--- src/rtl/isa_pkg.sv ---
// rtl/isa_pkg.sv - shared ISA constants and fetch-state encoding
package isa_pkg;

    localparam int INSTR_W = 32;
    localparam int OP_HI   = 31;
    localparam int OP_LO   = 28;

    localparam logic [OP_HI-OP_LO:0] OP_HLT = 4'hF;
    localparam logic [OP_HI-OP_LO:0] OP_BRA = 4'h1;

    typedef enum logic [1:0] {
        FETCH = 2'd0,
        WAIT  = 2'd1,
        HOLD  = 2'd2,
        HALT  = 2'd3
    } fetchState_t;

    function automatic logic isHalt(input logic [INSTR_W-1:0] instr);
        return instr[OP_HI:OP_LO] == OP_HLT;
    endfunction

endpackage

--- src/rtl/instr_fetch.sv ---
// rtl/instr_fetch.sv - instruction fetch stage with req/ack memory port and branch redirect
module instr_fetch
    import isa_pkg::*;
#(
    parameter int                ADDR_W   = 12,
    parameter logic [ADDR_W-1:0] RESET_PC = '0
) (
    input  logic               iClk,
    input  logic               iRst_n,
    output logic               oImemReq,
    output logic [ADDR_W-1:0]  oImemAddr,
    input  logic               iImemAck,
    input  logic [INSTR_W-1:0] iImemData,
    output logic [INSTR_W-1:0] oInstruction,
    output logic [ADDR_W-1:0]  oPc,
    output logic               oValid,
    input  logic               iReady,
    input  logic               iBranchTaken,
    input  logic [ADDR_W-1:0]  iBranchTarget,
    output logic               oHalted
);

    fetchState_t       state;
    logic [ADDR_W-1:0] pc;
    logic              discard;

    // Fetch FSM: one instruction in flight, branch redirect wins over every other event.
    always_ff @(posedge iClk or negedge iRst_n) begin
        if (!iRst_n) begin
            state        <= FETCH;
            pc           <= RESET_PC;
            discard      <= 1'b0;
            oImemReq     <= 1'b0;
            oImemAddr    <= RESET_PC;
            oInstruction <= '0;
            oPc          <= RESET_PC;
            oValid       <= 1'b0;
            oHalted      <= 1'b0;
        end else begin
            unique case (state)
                FETCH: begin
                    if (iBranchTaken) begin
                        pc <= iBranchTarget;
                    end else begin
                        oImemReq  <= 1'b1;
                        oImemAddr <= pc;
                        state     <= WAIT;
                    end
                end
                WAIT: begin
                    if (iImemAck) begin
                        // The handshake always completes; redirects only decide the data's fate.
                        oImemReq <= 1'b0;
                        if (iBranchTaken) begin
                            pc      <= iBranchTarget;
                            discard <= 1'b0;
                            state   <= FETCH;
                        end else if (discard) begin
                            discard <= 1'b0;
                            state   <= FETCH;
                        end else begin
                            oInstruction <= iImemData;
                            oPc          <= pc;
                            pc           <= pc + ADDR_W'(1);
                            oValid       <= 1'b1;
                            state        <= HOLD;
                        end
                    end else if (iBranchTaken) begin
                        pc      <= iBranchTarget;
                        discard <= 1'b1;
                    end
                end
                HOLD: begin
                    if (iBranchTaken) begin
                        pc     <= iBranchTarget;
                        oValid <= 1'b0;
                        state  <= FETCH;
                    end else if (iReady) begin
                        oValid <= 1'b0;
                        if (isHalt(oInstruction)) begin
                            oHalted <= 1'b1;
                            state   <= HALT;
                        end else begin
                            state <= FETCH;
                        end
                    end
                end
                HALT: begin
                    if (iBranchTaken) begin
                        pc      <= iBranchTarget;
                        oHalted <= 1'b0;
                        state   <= FETCH;
                    end
                end
            endcase
        end
    end

endmodule

--- config.mk ---
export PLATFORM = sky130hd
export DESIGN_NAME = instr_fetch
export DESIGN_NICKNAME = d
export VERILOG_FILES = /design/src/rtl/isa_pkg.sv /design/src/rtl/instr_fetch.sv
export SDC_FILE = /design/constraint.sdc
export NUM_CORES = 1
export LEC_CHECK = 0
export CAP_MARGIN = 30
export CELL_PAD_IN_SITES_DETAIL_PLACEMENT = 0
export CELL_PAD_IN_SITES_GLOBAL_PLACEMENT = 1
export CORE_MARGIN = 3
export CORE_UTILIZATION = 37
export DETAILED_ROUTE_END_ITERATION = 7
export PLACE_DENSITY_LB_ADDON = 0.1
export SYNTH_ARGS = -nofsm -noshare
export SYNTH_HDL_FRONTEND = slang
export SYNTH_SLANG_ARGS = --single-unit
--- constraint.sdc ---
create_clock -name iClk -period 2.05 [get_ports iClk]
set_input_delay 0.41 -clock iClk [delete_from_list [all_inputs] [get_ports iClk]]
set_output_delay 0.41 -clock iClk [all_outputs]
set_load 0.02 [all_outputs]
==> results.md, run 1 <==
* Maximum VDD drop at ~730 uV
* DRT Pass-1 Iters at 4
* Final Power at 0.00742 W
* Fraction of layout instances using a drive strength above 1 at 26.4%
* Setup TNS Final at 0 ps
* Min-delay worst type: in2async
* Register area share after synthesis at 55.5%
* CP max-delay cell: clkdlybuf4s50_1
* Yosys cell types at 33
* CP Data Arrival Time at 1360 ps
* CTS tree: yes
* Synth top area share at 55.5%
* Gr ovfl total at 0
* I/O Pins at 108
* Final setup vio count at 0
* # diodes at 0
* DP Worst Slack at 55.6 ps
* Avg WL per Cell at around 16 um
* Max_slew headroom at just over 70%
* Largest family of logic cells by synthesized area: multiplexers
* Tmin final at 1770 ps
* Fin nets at 405
* Worst path buffer plus inverter count at 1
* Die Width at between 100 and 150 um
* Reg2Reg Depth at 5
* Synth Area in Compound Gates at slightly above 5%
* PwrDens at 1530 mW/mm^2
* Actual slew at the worst max-slew pin at 412 ps
* Status: complete, no violations
* Clock slew at reported path FFs at ~80 ps
* Switching power total at 0.00241 W
* Largest net degree at the start of global routing at 40
* 1st-iter DRT viols at 57
* Starting utilization of the core area at 38.1%
* Top FF cell, synth: dfrtp_1
* Htree depth at 3
* Gr usage total at 15.2%
* Period utilization at 86.3%
* Initial antenna violation count at 0
* Crit start category: flop
* Critical Path Max Stage Delay at ~640 ps
* Reg2reg setup slack at 410 ps
* Leak at 2.09 nW
* Yosys top cell by area: dfrtp_1
* Maxcap violations at 0
* Clock Skew at 4.09 ps
* DP HPWL at 5250 um
* Vias in the first global route at 2,302
* Post-Layout Cell Count at 468
* Clock share of power at roughly 21%
* Synth Warn # at 0
* Post-Syn Nets at 284
* Worst setup EP type: output port
* Final worst slack at around 280 ps
* Clock latency on the worst-skew pair at 340 ps
* Delay-heaviest family, CP: buffers and inverters
* Fin. max-slew vios at 0
* Clk buf depth at 2
* Worst-path fanout max at 3
* DIE AREA at 0.0102 mm^2
* Kind of critical path: reg2out
* Largest cells by area after synthesis: dfrtp_1 55%, mux2_4 18%, mux2_2 5.7%
* Vias per cell at 4.81
* Total internal power at 0.00500 W
* XOR/XNOR Fraction of Synth Area at 2.36%
* Simple-Gate Fraction of Synth Area at 8.65%
* # clock sinks at 74
* Crit path depth at 1
* Routed WL at 7340 um
* Placed insts at 451
* Post-synthesis mux area share at 23.6%
* RD Place Congestion at roughly 0.75
* Post-CTS setup repair buffer count at 0
* RSZ-0062 raised after global routing: false
* Synth async-reset ratio at 100%
* WP data required at 1640 ps
* Adder-cell share of the synthesized area at less than 1%
* Post-route DRC at 0
* I/O Buffers at 107
* Syn_area_per_cell at between 10 and 15 um^2
* CP cell instances: clkdlybuf4s50_1
* Area Overhead vs Synth at 45.5%
* Detail Route Antenna Nets at 0
* Global-route wire length before repair at 11,800 um
* Post-synthesis register bit count at 74
* Core box area at 0.00876 mm^2
* Via Count at 2,251
* Switching Share at 32.5%
* Hold_ws at between 400 and 500 ps
* Max frequency at 565 MHz
* Sequential cell fraction of total power at roughly 34%
* Post_cts resized at 0
* Post-Synthesis Cells at between 200 and 250
* Rows at 34
* Cell with the most instances after synthesis: dfrtp_1
* Logic pwr share at ~46%
* Synthesized cell area at 0.00334 mm^2
* CTS buffer count at 9
* CTS Root Cell: clkbuf_8
* Hold Vio Cnt, Final at 0
* Number of flops mapped to enable cells by yosys at 0
* Die height at 101 um
* Commonest cells post-synth: 74 x dfrtp_1, 39 x mux2_4, 18 x nand2_1
final timing paths:
check                                          endpoint                      from
max                                              oValid        oValid$_DFFE_PN0P_
min                                   pc[4]$_DFFE_PN0P_                    iRst_n
max reg2reg                          oPc[9]$_DFFE_PN0P_       discard$_DFFE_PN0P_
min reg2reg                    oImemAddr[6]$_DFFE_PN0P_  oImemAddr[6]$_DFFE_PN0P_
max in group asynchronous  oInstruction[20]$_DFFE_PN0P_                    iRst_n
min in group iClk              oImemAddr[6]$_DFFE_PN0P_  oImemAddr[6]$_DFFE_PN0P_
area by class of cell:
cell class,count,area [um^2]
multi-input cells,143,1340
inverters,5,18.8
fillers,794,3910
clock inverters,6,138
repair buffers,122,1230
flip-flops and latches,74,1850
well taps,108,135
clock buffers,10,138
power by group through the flow:
stage / combinational, W / sequential [W] / clock, W
final: 0.00338 / 0.00251 / 0.00152
after global routing: 0.00358 / 0.00262 / 0.00164
after CTS: 0.00343 / 0.00253 / 0.00157
after detailed placement: 0.00343 / 0.00254 / 0
after global placement: 0.00338 / 0.00255 / 0
after floorplan: 0.00124 / 0.00318 / 0
stage by stage:
| step | utilization, % | instance area [um^2] |
|---|---|---|
| after floorplan | - | 3340 |
| after global placement | 52.2 | 4570 |
| after detailed placement | 52.2 | 4570 |
| after CTS | 55.4 | 4860 |
| after global routing | 55.4 | 4860 |
| final | 55.4 | 4860 |
cell usage in the layout, fill, tap and decap left out, types with 4 or more instances in the layout:
cell / count
clkbuf_8: 10
a21oi_1: 6
nand4_1: 4
buf_4: 11
buf_12: 4
xnor2_1: 7
bufinv_16: 4
mux2_2: 17
mux2_4: 39
o21ai_0: 8
nand2_1: 18
clkdlybuf4s50_1: 106
dfrtp_1: 74
o21ai_1: 4
a31oi_1: 6
inv_1: 5
nor2_1: 8
timing repair:
item	CTS	global route
hold endpoints to repair	15	0
endpoints found under the setup margin	0	0
hold buffers	1	0
flip-flops by register name, indices dropped and copies added (netlist names):
register      flops
oValid            1
oInstruction     32
oHalted           1
pc               12
oImemAddr        12
oPc              12
oImemReq          1
discard           1
state             2
per-layer routing:
| layer | wire, um | vias to the layer above | track usage [%] |
|---|---|---|---|
| met3 | 559 | 4 | 6.71 |
| met1 | 3250 | 1108 | 19.7 |
| met2 | 3470 | 67 | 23.2 |
| met5 | 0 | - | 0 |
| met4 | 56 | 0 | 3.68 |
| li1 | - | 1072 | - |
cells by family after synthesis:
logic type      Yosys count
flops                    74
mux                      57
simple gates             47
compound gates           29
buf+inv                  17
xor+xnor                  9
fa+ha+maj                 1
Power figures use the tool's default switching activity.
==> run 2: changes to the inputs <==
- TNS_END_PERCENT: unset -> 30
==> results of run 2 <==
No change in the layout: final DEF, timing and power equal those of run 1.
